===== config.mk =====
export PLATFORM = sky130hd
export DESIGN_NAME = jamma_input_conditioner_flat
export DESIGN_NICKNAME = d
export VERILOG_FILES = /design/src/rtl/jamma_input_conditioner_if.sv /design/src/rtl/jamma_input_conditioner.sv /design/src/flat_wrapper.sv
export SDC_FILE = /design/constraint.sdc
export NUM_CORES = 1
export LEC_CHECK = 0
export BUFFER_PORTS_ARGS = -buffer_cell sky130_fd_sc_hd__buf_2
export CAP_MARGIN = 15
export CORE_ASPECT_RATIO = 1.25
export CORE_UTILIZATION = 30
export DETAILED_ROUTE_END_ITERATION = 12
export GPL_TIMING_DRIVEN = 0
export PLACE_DENSITY = 0.52
export SYNTH_ARGS = -nofsm -noshare
export SYNTH_HDL_FRONTEND = slang
export SYNTH_SLANG_ARGS = --single-unit

===== constraint.sdc =====
create_clock -name CLK -period 5.2 [get_ports CLK]
set_input_delay 0.26 -clock CLK [delete_from_list [all_inputs] [get_ports CLK]]
set_output_delay 0.26 -clock CLK [all_outputs]
set_load 0.05 [all_outputs]

===== src/rtl/jamma_input_conditioner_if.sv =====
// rtl/jamma_input_conditioner_if.sv - JAMMA input bus bundle between board pins and conditioner
interface jamma_input_conditioner_if;
    logic [7:0] JJOY;
    logic [5:0] JOYSTICK;
    logic [1:0] JCOIN;
    logic       JSELECT;
    logic [7:0] joy1;
    logic [7:0] joy2;
    logic [1:0] coin_n;
    logic       scan_done;

    modport master (
        output JJOY, JOYSTICK, JCOIN,
        input  JSELECT, joy1, joy2, coin_n, scan_done
    );

    modport slave (
        input  JJOY, JOYSTICK, JCOIN,
        output JSELECT, joy1, joy2, coin_n, scan_done
    );
endinterface


===== src/rtl/jamma_input_conditioner.sv =====
// rtl/jamma_input_conditioner.sv - JAMMA mux scanner with per-bit debounce and coin pulse stretch
module jamma_input_conditioner #(
    parameter int SETTLE_CYCLES = 4,
    parameter int DEB_SAMPLES   = 3,
    parameter int COIN_STRETCH  = 64
) (
    input logic CLK,
    input logic RESET,
    jamma_input_conditioner_if.slave bus
);
    localparam int SW  = (SETTLE_CYCLES > 1) ? $clog2(SETTLE_CYCLES) : 1;
    localparam int CW  = (DEB_SAMPLES > 1)   ? $clog2(DEB_SAMPLES)   : 1;
    localparam int SCW = (COIN_STRETCH > 1)  ? $clog2(COIN_STRETCH)  : 1;
    localparam logic [SW-1:0]  SETTLE_MAX  = SW'(SETTLE_CYCLES - 1);
    localparam logic [CW-1:0]  DEB_MAX     = CW'(DEB_SAMPLES - 1);
    localparam logic [SCW-1:0] STRETCH_LD  = SCW'(COIN_STRETCH - 1);
    localparam int NB = 18;

    typedef enum logic [1:0] {P1_SETTLE, P1_SAMPLE, P2_SETTLE, P2_SAMPLE} state_t;

    state_t          state, state_nx;
    logic [SW-1:0]   settle_cnt;
    logic            settle_done;
    logic            jselect_q, jselect_nx;
    logic            scan_done_q;

    logic [NB-1:0]          smp, en, last, last_nx, deb, deb_nx;
    logic [NB-1:0][CW-1:0]  cnt, cnt_nx;
    logic [1:0][SCW-1:0]    stretch;
    logic [1:0]             coin_q;

    assign settle_done = (settle_cnt == SETTLE_MAX);

    always_comb begin
        state_nx = state;
        case (state)
            P1_SETTLE: if (settle_done) state_nx = P1_SAMPLE;
            P1_SAMPLE: state_nx = P2_SETTLE;
            P2_SETTLE: if (settle_done) state_nx = P2_SAMPLE;
            P2_SAMPLE: state_nx = P1_SETTLE;
            default:   state_nx = P1_SETTLE;
        endcase
        jselect_nx = (state_nx == P2_SETTLE) || (state_nx == P2_SAMPLE);
    end

    always_ff @(posedge CLK) begin
        if (RESET) begin
            state       <= P1_SETTLE;
            settle_cnt  <= '0;
            jselect_q   <= 1'b0;
            scan_done_q <= 1'b0;
        end else begin
            state       <= state_nx;
            jselect_q   <= jselect_nx;
            scan_done_q <= (state == P2_SAMPLE);
            if ((state == P1_SETTLE || state == P2_SETTLE) && !settle_done)
                settle_cnt <= settle_cnt + SW'(1);
            else
                settle_cnt <= '0;
        end
    end

    // Bit map: [7:0] player 1 (with on-board stick), [15:8] player 2, [17:16] coins.
    always_comb begin
        smp = {bus.JCOIN, bus.JJOY, bus.JJOY & {2'b11, bus.JOYSTICK}};
        en  = {{10{state == P2_SAMPLE}}, {8{state == P1_SAMPLE}}};
        last_nx = last;
        deb_nx  = deb;
        cnt_nx  = cnt;
        for (int i = 0; i < NB; i++) begin
            if (en[i]) begin
                if (smp[i] == last[i]) begin
                    cnt_nx[i] = (cnt[i] == DEB_MAX) ? cnt[i] : cnt[i] + CW'(1);
                end else begin
                    cnt_nx[i]  = '0;
                    last_nx[i] = smp[i];
                end
                if (cnt_nx[i] == DEB_MAX)
                    deb_nx[i] = last_nx[i];
            end
        end
    end

    always_ff @(posedge CLK) begin
        if (RESET) begin
            last <= '1;
            deb  <= '1;
            cnt  <= '0;
        end else begin
            last <= last_nx;
            deb  <= deb_nx;
            cnt  <= cnt_nx;
        end
    end

    // The stretch holds the output low for the counting cycles plus the load cycle.
    always_ff @(posedge CLK) begin
        if (RESET) begin
            stretch <= '0;
            coin_q  <= 2'b11;
        end else begin
            for (int c = 0; c < 2; c++) begin
                if (deb[16+c] && !deb_nx[16+c]) begin
                    stretch[c] <= STRETCH_LD;
                    coin_q[c]  <= 1'b0;
                end else if (stretch[c] != '0) begin
                    stretch[c] <= stretch[c] - SCW'(1);
                    coin_q[c]  <= 1'b0;
                end else begin
                    coin_q[c]  <= deb_nx[16+c];
                end
            end
        end
    end

    assign bus.JSELECT   = jselect_q;
    assign bus.scan_done = scan_done_q;
    assign bus.joy1      = deb[7:0];
    assign bus.joy2      = deb[15:8];
    assign bus.coin_n    = coin_q;
endmodule


===== src/flat_wrapper.sv =====
// flat-port wrapper written by rule: the top's interface ports become plain ports
module jamma_input_conditioner_flat 
#(
    parameter int SETTLE_CYCLES = 4,
    parameter int DEB_SAMPLES   = 3,
    parameter int COIN_STRETCH  = 64
)
  (CLK, RESET, bus_JJOY, bus_JOYSTICK, bus_JCOIN, bus_JSELECT, bus_joy1, bus_joy2, bus_coin_n, bus_scan_done);
  jamma_input_conditioner_if bus_i ();
  input logic CLK;
  input logic RESET;
  input wire logic [$bits(bus_i.JJOY)-1:0] bus_JJOY;
  input wire logic [$bits(bus_i.JOYSTICK)-1:0] bus_JOYSTICK;
  input wire logic [$bits(bus_i.JCOIN)-1:0] bus_JCOIN;
  output wire logic [$bits(bus_i.JSELECT)-1:0] bus_JSELECT;
  output wire logic [$bits(bus_i.joy1)-1:0] bus_joy1;
  output wire logic [$bits(bus_i.joy2)-1:0] bus_joy2;
  output wire logic [$bits(bus_i.coin_n)-1:0] bus_coin_n;
  output wire logic [$bits(bus_i.scan_done)-1:0] bus_scan_done;
  assign bus_i.JJOY = bus_JJOY;
  assign bus_i.JOYSTICK = bus_JOYSTICK;
  assign bus_i.JCOIN = bus_JCOIN;
  assign bus_JSELECT = bus_i.JSELECT;
  assign bus_joy1 = bus_i.joy1;
  assign bus_joy2 = bus_i.joy2;
  assign bus_coin_n = bus_i.coin_n;
  assign bus_scan_done = bus_i.scan_done;
  jamma_input_conditioner #(.SETTLE_CYCLES(SETTLE_CYCLES), .DEB_SAMPLES(DEB_SAMPLES), .COIN_STRETCH(COIN_STRETCH)) u_core (.CLK(CLK), .RESET(RESET), .bus(bus_i));
endmodule

; Word-level counts from Yosys, hierarchy flattened
; Cells that the tools add are included.
; Widths: inputs -> output; s select.
[word_totals]
regBits = 92
inputBits = 18
elab_cells = 244
output_inout_bits = 20
[classes]
addsub = 21
bitwise = 2
reduce_logical = 30
n_eq_ne = 60
muxes = 87
[op_table]
columns = cell, n
row1 = $mux 2, 56
row2 = $eq 2x2->1 const B, 41
row3 = $add 2x1->2 const B, 19
row4 = $reduce_and 2->1, 16
row5 = $mux 1, 26
row6 = $mux 6, 4
row7 = $eq 1x1->1, 18
row8 = $reduce_bool 6->1, 2
row9 = $sub 6x1->6 const B, 2
row10 = $and 8x8->8, 1
row11 = $pmux 2 s4, 1
row12 = $reduce_bool 2->1, 2
row13 = $logic_and 1x1->1, 3
row14 = $logic_not 1->1, 3
row15 = $eq 2x1->1 const B, 1
row16 = $logic_not 2->1, 1
row17 = $logic_or 1x1->1, 2
row18 = $reduce_or 2->1, 1
row19 = $not 1->1, 1

; Longest topological paths before layout
; Gate-level depths: netlist of the first run.
[logic_depth]
ltp_word = 10
mapped_depth = 7
mapped_depth_nobuf = 5

; Least setup slack after synthesis of the first run
; No wires, ideal clock.
[synth_path]
kind = register to register
start = register, netlist name u_core.bus.JSELECT
end = register u_core.coin_q[0] (netlist: u_core.bus.coin_n[0])
t_required_ns = 5.113
arrival_ns = 1.854
period_less_slack_ns = 1.941
path_buffers = 1
path_slack_ns = 3.259
stages_incl_launch_ff = 6
setup_time_ns = 0.087
path_cell_list = dfxtp_1 -> ha_1 -> clkbuf_1 -> and4b_1 -> mux2_1 -> o31ai_1
[synth_rtl]
columns = element, line
row1 = "end signal, assigned by index", jamma_input_conditioner.sv:110  ; coin_q[c] <= deb_nx[16+c];
row2 = "end, declared", jamma_input_conditioner.sv:30  ; logic [1:0] coin_q;

==> metrics.yaml, run 1 <==
status: "finished, final reports clean"
route.detailed.vias_per_inst: 4.848
routed-via-count: 3927
finalSetupTns_ns: 0
timing.max_slew.rel_slack_pct: 49.36
timing.final.ws_setup_ns: 3.173
cts-buffers-inserted: 9
post_synth.cell_area_avg_um2: 8.713
r2r_end: "u_core.last[9]"
postCtsHoldBufs: 0
synth_seq_area_share_pct: 38.30
areaGrowthSynthToFinish_pct: 16.10
crit_arrival_ns: 2.22
drt_wl_total_um: 11660
placementRows: 51
antenna_found_initial: 0
crit_path_cell_trace: "ha_1, clkbuf_1, clkbuf_1, clkbuf_1, o211ai_1"
drtPass1Iterations: 4
setup.worst_path.class: "flop to flop"
asyncSetResetFlopFracSynth_pct: 0
synth_top_area_share_pct: 38.30
leak_pwr_uw: 0.002250
synth_top_flop_cell: "dfxtp_1"
antenna-diode-count: 0
layout.nets: 670
timing.critical_path.fanout_max: 10
whs_path_depth: 3
endpoint: "u_core.last[9]"
synth_enable_flop_cells: 0
post_synth_most_frequent_cells: "91 x dfxtp_1, 62 x inv_1, 59 x ha_1"
finalWeightedCongestion: 0.7266
overflow: 0
pin_count_of_the_biggest_net_entering_global_routing: 15
h-tree-depth: 3
clk_transition_reported_paths_ns: 0.06
grt_setup_unrepaired: "no"
ys_warn_count: 0
hold_ws_ns: 0.2007
post_cts_resize_count: 0
clk_path_buf_depth: 2
cts.sinks: 91
syn-cell-area_um2: 4757
synth.area.top_cells: "dfxtp_1 38%, ha_1 16%, o211ai_1 5.4%"
detailed_place_hpwl_um: 8358
register_share_of_total_power_pct: 40.8
regToRegSetupSlack_ns: 3.17
layout.cell_area.non_filler_um2: 5523
reg2reg_from: "u_core.bus.JSELECT"
first_pass_grt_wire_length_um: 19180
setup_viol_count_final: 0
io_pins: 38
data_required_time_at_the_worst_endpoint_ns: 5.39
final-hold-violation-count: 0
port_buffers: 36
chipWidth_um: 114.6
drv.max_cap_violation_count: 0
post_drt_wl_per_cell_um: 14.40
report.final.slew_viol_count: 0
start_kind: "flop"
cts_tree: "yes"
pwr-share-comb_pct: 24.0
synth_nets: 623
timing.critical_path.to_type: "flop"
cp_slowest_cell: "clkbuf_1"
detail-route-antenna-nets: 0
critical_path.most_common_cell: "clkbuf_1"
cell_with_the_most_instances_after_synthesis: "dfxtp_1"
worst_ir_drop_vdd_mv: 0.1597
min_period_ns: 2.027
total_switching_power_uw: 621.4
synth_top_area_cell: "dfxtp_1"
worst_skew_pair.late_latency_ns: 0.35
reg2reg_depth: 5
start_util_pct: 30.55
clock-root-buffer: "clkbuf_16"
instance_count_of_the_mapped_netlist: 546
power_per_cell_area_nw_per_um2: 367.2
clock.fmax_ghz: 0.4934
swShare_pct: 30.64
fp.dieArea_um2: 16370
dpl_worst_slack_ns: 3.137
die_height_um: 142.8
post_cts.repair.setup_buffers: 0
critical_path.max_stage_delay_ns: 0.51
ys_seq_elements: 91
global_route_total_usage_across_every_layer_pct: 15.37
min_path_type: "primary input to flop"
cp-startpoint: "u_core.bus.JSELECT"
drt_first_iter_violations: 155
design.core.area_um2: 15570
yosys.cell_types.count: 37
internal_power_uw: 1406
final.period_utilization_pct: 38.98
final_layout_size_suffix_gt1_share_pct: 11.71
post_dp_cell_area_um2: 5202
vias_in_the_first_global_route: 3868
clock_power_share_pct: 35.2
worst_slew_pin_tran_ns: 0.7596
detail_route.drc_violations: 0
timing.clock.skew_ns: 0.008021
cell families (layout without fill, tap and decap cells):
| group | Yosys count | after routing | synth area share [%] |
|---|---|---|---|
| simple gates | 171 | 171 | 20.70 |
| fa+ha+maj | 59 | 59 | 15.52 |
| flops | 91 | 91 | 38.30 |
| compound gates | 115 | 115 | 14.94 |
| mux | 4 | 4 | 0.8680 |
| buf+inv | 106 | 158 | 9.679 |
through the flow:
| stage | util, % | power [µW] | cells |
|---|---|---|---|
| 2_1_floorplan | - | 1198 | 546 |
| 3_3_place_gp | 33.41 | 1305 | 794 |
| 3_5_place_dp | 33.41 | 1326 | 794 |
| 4_1_cts | 35.47 | 2042 | 810 |
| 5_1_grt | 35.47 | 2140 | 810 |
| 6_report | 35.47 | 2028 | 810 |
worst min path at each step:
stage                              start                    to  slack, ns
floorplan           u_core.settle_cnt[0]  u_core.settle_cnt[0]       0.40
global placement    u_core.settle_cnt[0]  u_core.settle_cnt[0]       0.41
detailed placement  u_core.settle_cnt[0]  u_core.settle_cnt[0]       0.43
CTS                      bus_JOYSTICK[4]        u_core.last[4]       0.19
global route             bus_JOYSTICK[4]        u_core.last[4]       0.20
finish                   bus_JOYSTICK[4]        u_core.last[4]       0.20
sequential cells by signal, summed over array words and instances, names as in the netlist:
signal                cells
u_core.cnt               36
u_core.bus.scan_done      1
u_core.deb               18
u_core.last              18
u_core.bus.JSELECT        1
u_core.settle_cnt         2
u_core.state              1
u_core.stretch           12
u_core.bus.coin_n         2
placed cells by master (no fill, tap or decap), drive strengths merged:
master / Yosys / routed
or2: 1 / 1
or4: 6 / 6
nor2: 22 / 22
inv: 62 / 62
nor2b: 2 / 2
nor3: 3 / 3
nand3: 39 / 39
a221oi: 2 / 2
a21oi: 39 / 39
nand4b: 16 / 16
dfxtp: 91 / 91
bufinv: 0 / 2
and3: 1 / 1
and4b: 2 / 2
mux2i: 3 / 3
nand4: 4 / 4
clkinv: 0 / 2
mux2: 1 / 1
nand3b: 1 / 1
o31ai: 6 / 6
nor3b: 3 / 3
and3b: 2 / 2
a2bb2oi: 2 / 2
buf: 19 / 55
nand2: 21 / 21
or4b: 2 / 2
and2: 4 / 4
and2b: 2 / 2
clkbuf: 25 / 37
a31oi: 8 / 8
o21bai: 2 / 2
o21ai: 21 / 21
ha: 59 / 59
o211ai: 34 / 34
a21bo: 1 / 1
nand2b: 40 / 40
power by group through the flow:
| stage | sequential (µW) | clock [µW] | combinational [µW] |
|---|---|---|---|
| finish | 827 | 713 | 487 |
| global route | 837 | 758 | 545 |
| CTS | 827 | 728 | 487 |
| detailed placement | 842 | 0 | 484 |
| global placement | 839 | 0 | 466 |
| floorplan | 862 | 0 | 335 |
cell type report:
type / count / area [µm²]
timing repair buffer: 36 / 180.2
sequential: 91 / 1822
buffer: 44 / 227.7
clock buffer: 12 / 246.5
multi-input combinational: 349 / 2475
fill: 1619 / 10050
tap: 212 / 265.3
clock inverter: 4 / 73.82
inverter: 62 / 232.7
per-layer routing:
metal | vias up | global-route usage, % | part of all wire [%]
met5 | - | 0 | 0
met4 | 0 | 6.767 | 2.1
met3 | 16 | 2.759 | 2.7
met2 | 66 | 26.86 | 50
met1 | 1875 | 18.28 | 45
li1 | 1970 | - | -
critical path: cells and delay by family (launching register included):
family          cells  cell delay [ns]
flops               1             0.40
buf+inv             3             1.12
compound gates      1             0.18
fa+ha+maj           1             0.16
Note: power is estimated with default switching activity, not from simulation.
==> run 2: changes to the inputs <==
==> constraint.sdc (replaced) <==
create_clock -name CLK -period 2.1 [get_ports CLK]
set_input_delay 0.105 -clock CLK [delete_from_list [all_inputs] [get_ports CLK]]
set_output_delay 0.105 -clock CLK [all_outputs]
set_load 0.05 [all_outputs]
==> run 2 against run 1 <==
Compared with the run above: routed wire length decreased by 0.11%; combinational power increased by 150%; highest routed layer unchanged; largest power group unchanged; sequential share of layout area about the same; final cell count unchanged; first-iteration DRC count increased by 2.6%.
==> metrics.yaml, run 2 (synthesized netlist as in run 1, its figures left out) <==
timing.critical_path.fanout_max: 10  # unchanged
timing.max_slew.rel_slack_pct: 45.92  # was 49.36%
drt_wl_total_um: 11650  # was 11660 µm
reg.largest.list: "u_core.cnt: 36 flops, u_core.deb: 18 flops, u_core.last: 18 flops"  # unchanged
layout.nets: 670  # unchanged
design.core.area_um2: 15570  # unchanged
grt_setup_unrepaired: "no"  # unchanged
final.period_utilization_pct: 91.61  # was 38.98%
chipWidth_um: 114.6  # unchanged
routed-via-count: 3907  # was 3927
postCtsHoldBufs: 0  # unchanged
io_pins: 38  # unchanged
setup_viol_count_final: 0  # unchanged
routed_wire_length_on_met3_um: 296  # was 311 µm
die_height_um: 142.8  # unchanged
global_route_total_usage_across_every_layer_pct: 15.37  # unchanged
port_buffers: 36  # unchanged
critical_path.most_common_cell: "clkbuf_1"  # unchanged
worst_skew_pair.late_latency_ns: 0.35  # about the same
overflow: 0  # unchanged
m1WireLength_um: 5242  # was 5225 µm
final_layout_size_suffix_gt1_share_pct: 12.04  # was 11.71%
highest-signal-layer: "met4"  # unchanged
data_required_time_at_the_worst_endpoint_ns: 2.29  # was 5.39 ns
drv.max_cap_violation_count: 0  # unchanged
timing.critical_path.to_type: "flop"  # unchanged
critical-path-top-delay-family: "buffers and inverters"  # unchanged
power_per_cell_area_nw_per_um2: 909.4  # was 367.2 nW/µm²
route.detailed.vias_per_inst: 4.823  # was 4.848
worst_ir_drop_vdd_mv: 0.3987  # was 0.1597 mV
detailed_place_hpwl_um: 8358  # unchanged
dpl_worst_slack_ns: 0.03729  # was 3.137 ns
cts_tree: "yes"  # unchanged
worst_slew_pin_tran_ns: 0.8112  # was 0.7596 ns
post_drt_wl_per_cell_um: 14.38  # was 14.40 µm
max_flop_register: "u_core.cnt"  # unchanged
critical_path.max_stage_delay_ns: 0.51  # about the same
antenna-diode-count: 0  # unchanged
largest_register_ff_count: 36  # unchanged
layout.cell_area.non_filler_um2: 5525  # was 5523 µm²
post_dp_cell_area_um2: 5202  # unchanged
detail-route-antenna-nets: 0  # unchanged
crit_path_cell_trace: "ha_1, clkbuf_1, clkbuf_1, nand4b_1, nand2_1, o211ai_1"  # was ha_1, clkbuf_1, clkbuf_1, clkbuf_1, o211ai_1
clk_transition_reported_paths_ns: 0.06  # about the same
hold_ws_ns: 0.04518  # was 0.2007 ns
dp.cells: 794  # unchanged
status: "finished, final reports clean"  # unchanged
crit_arrival_ns: 2.11  # was 2.22 ns
report.final.slew_viol_count: 0  # unchanged
clock-root-buffer: "clkbuf_16"  # unchanged
antenna_found_initial: 0  # unchanged
pin_count_of_the_biggest_net_entering_global_routing: 15  # unchanged
met2RoutedLength_um: 5878  # was 5884 µm
timing.clock.skew_ns: 0.006720  # was 0.008021 ns
first_pass_grt_wire_length_um: 19180  # unchanged
final-hold-violation-count: 0  # unchanged
areaGrowthSynthToFinish_pct: 16.15  # was 16.10%
layout_commonest_cell: "dfxtp_1"  # unchanged
mostFrequentLayoutCells: "91 x dfxtp_1, 62 x inv_1, 59 x ha_1"  # unchanged
vias_in_the_first_global_route: 3868  # unchanged
cp_slowest_cell: "clkbuf_1"  # unchanged
h-tree-depth: 3  # unchanged
drt_first_iter_violations: 159  # was 155
cp_num_buf_inv: 2  # was 3
min_path_type: "primary input to flop"  # unchanged
layoutNonFillerInstCount: 810  # unchanged
leak_pwr_uw: 0.002257  # was 0.002250 µW
setup.worst_path.class: "flop to flop"  # unchanged
fp.dieArea_um2: 16370  # unchanged
finalWeightedCongestion: 0.7266  # unchanged
clk_path_buf_depth: 2  # unchanged
finalSetupTns_ns: 0  # unchanged
start_util_pct: 30.55  # unchanged
cts-buffers-inserted: 9  # unchanged
cts.sinks: 91  # unchanged
clock.fmax_ghz: 0.5198  # was 0.4934 GHz
timing.final.ws_setup_ns: 0.1762  # was 3.173 ns
drtPass1Iterations: 4  # unchanged
detail_route.drc_violations: 0  # unchanged
placementRows: 51  # unchanged
filler_cell_count: 1617  # was 1619
start_kind: "flop"  # unchanged
min_period_ns: 1.924  # was 2.027 ns
run 2: cell types whose count changed in the layout (fill, tap and decap cells not counted):
cell | previous run | this run
clkbuf_2 | 0 | 2
clkbuf_1 | 27 | 25
run 2: per-stage QoR:
stage	utilization, %	power (µW)
2_1_floorplan	-	2965
3_3_place_gp	33.41	3231
3_5_place_dp	33.41	3284
4_1_cts	35.47	5055
5_1_grt	35.49	5301
6_report	35.49	5025
run 2: layout make-up:
| cell class | instances | area (µm²) | area share [%] |
|---|---|---|---|
| clock buffer | 12 | 246.5 | 4.461 |
| inverter | 62 | 232.7 | 4.212 |
| multi-input combinational | 349 | 2475 | 44.79 |
| tap | 212 | 265.3 | 4.801 |
| buffer | 44 | 230.2 | 4.167 |
| clock inverter | 4 | 73.82 | 1.336 |
| sequential | 91 | 1822 | 32.97 |
| timing repair buffer | 36 | 180.2 | 3.261 |
run 2: repair_timing:
item,in CTS,in global routing
resized for setup,0,4
setup endpoints to repair,0,15
setup buffers,0,0
run 2: routing by layer:
layer	up-vias	track usage, %
met4	0	6.767
met3	17	2.759
met5	-	0
met1	1866	18.28
met2	57	26.86
li1	1967	-
run 2: power breakdown:
| part | switching [µW] | leakage [µW] | internal [µW] |
|---|---|---|---|
| Clock | 690 | 0.000157 | 1080 |
| Sequential | 131 | 0.000739 | 1920 |
| Combinational | 720 | 0.00136 | 489 |
run 2: path summary, 6_finish.rpt:
check	depth (start not counted)	startpoint	end	slack, ns
worst max-delay path	6	u_core.bus.JSELECT	u_core.deb[8]	0.18
worst max register to register	6	u_core.bus.JSELECT	u_core.deb[8]	0.18
worst min register to register	1	u_core.settle_cnt[0]	u_core.settle_cnt[0]	0.43
worst min-delay path	3	bus_JOYSTICK[4]	u_core.last[4]	0.05
run 2: worst register-to-register path, stage by stage, from the launching register on:
cell and delay [ns]:
dfxtp_1 0.40, ha_1 0.16, clkbuf_1 0.25, clkbuf_1 0.51, nand4b_1 0.24, nand2_1 0.12
o211ai_1 0.09
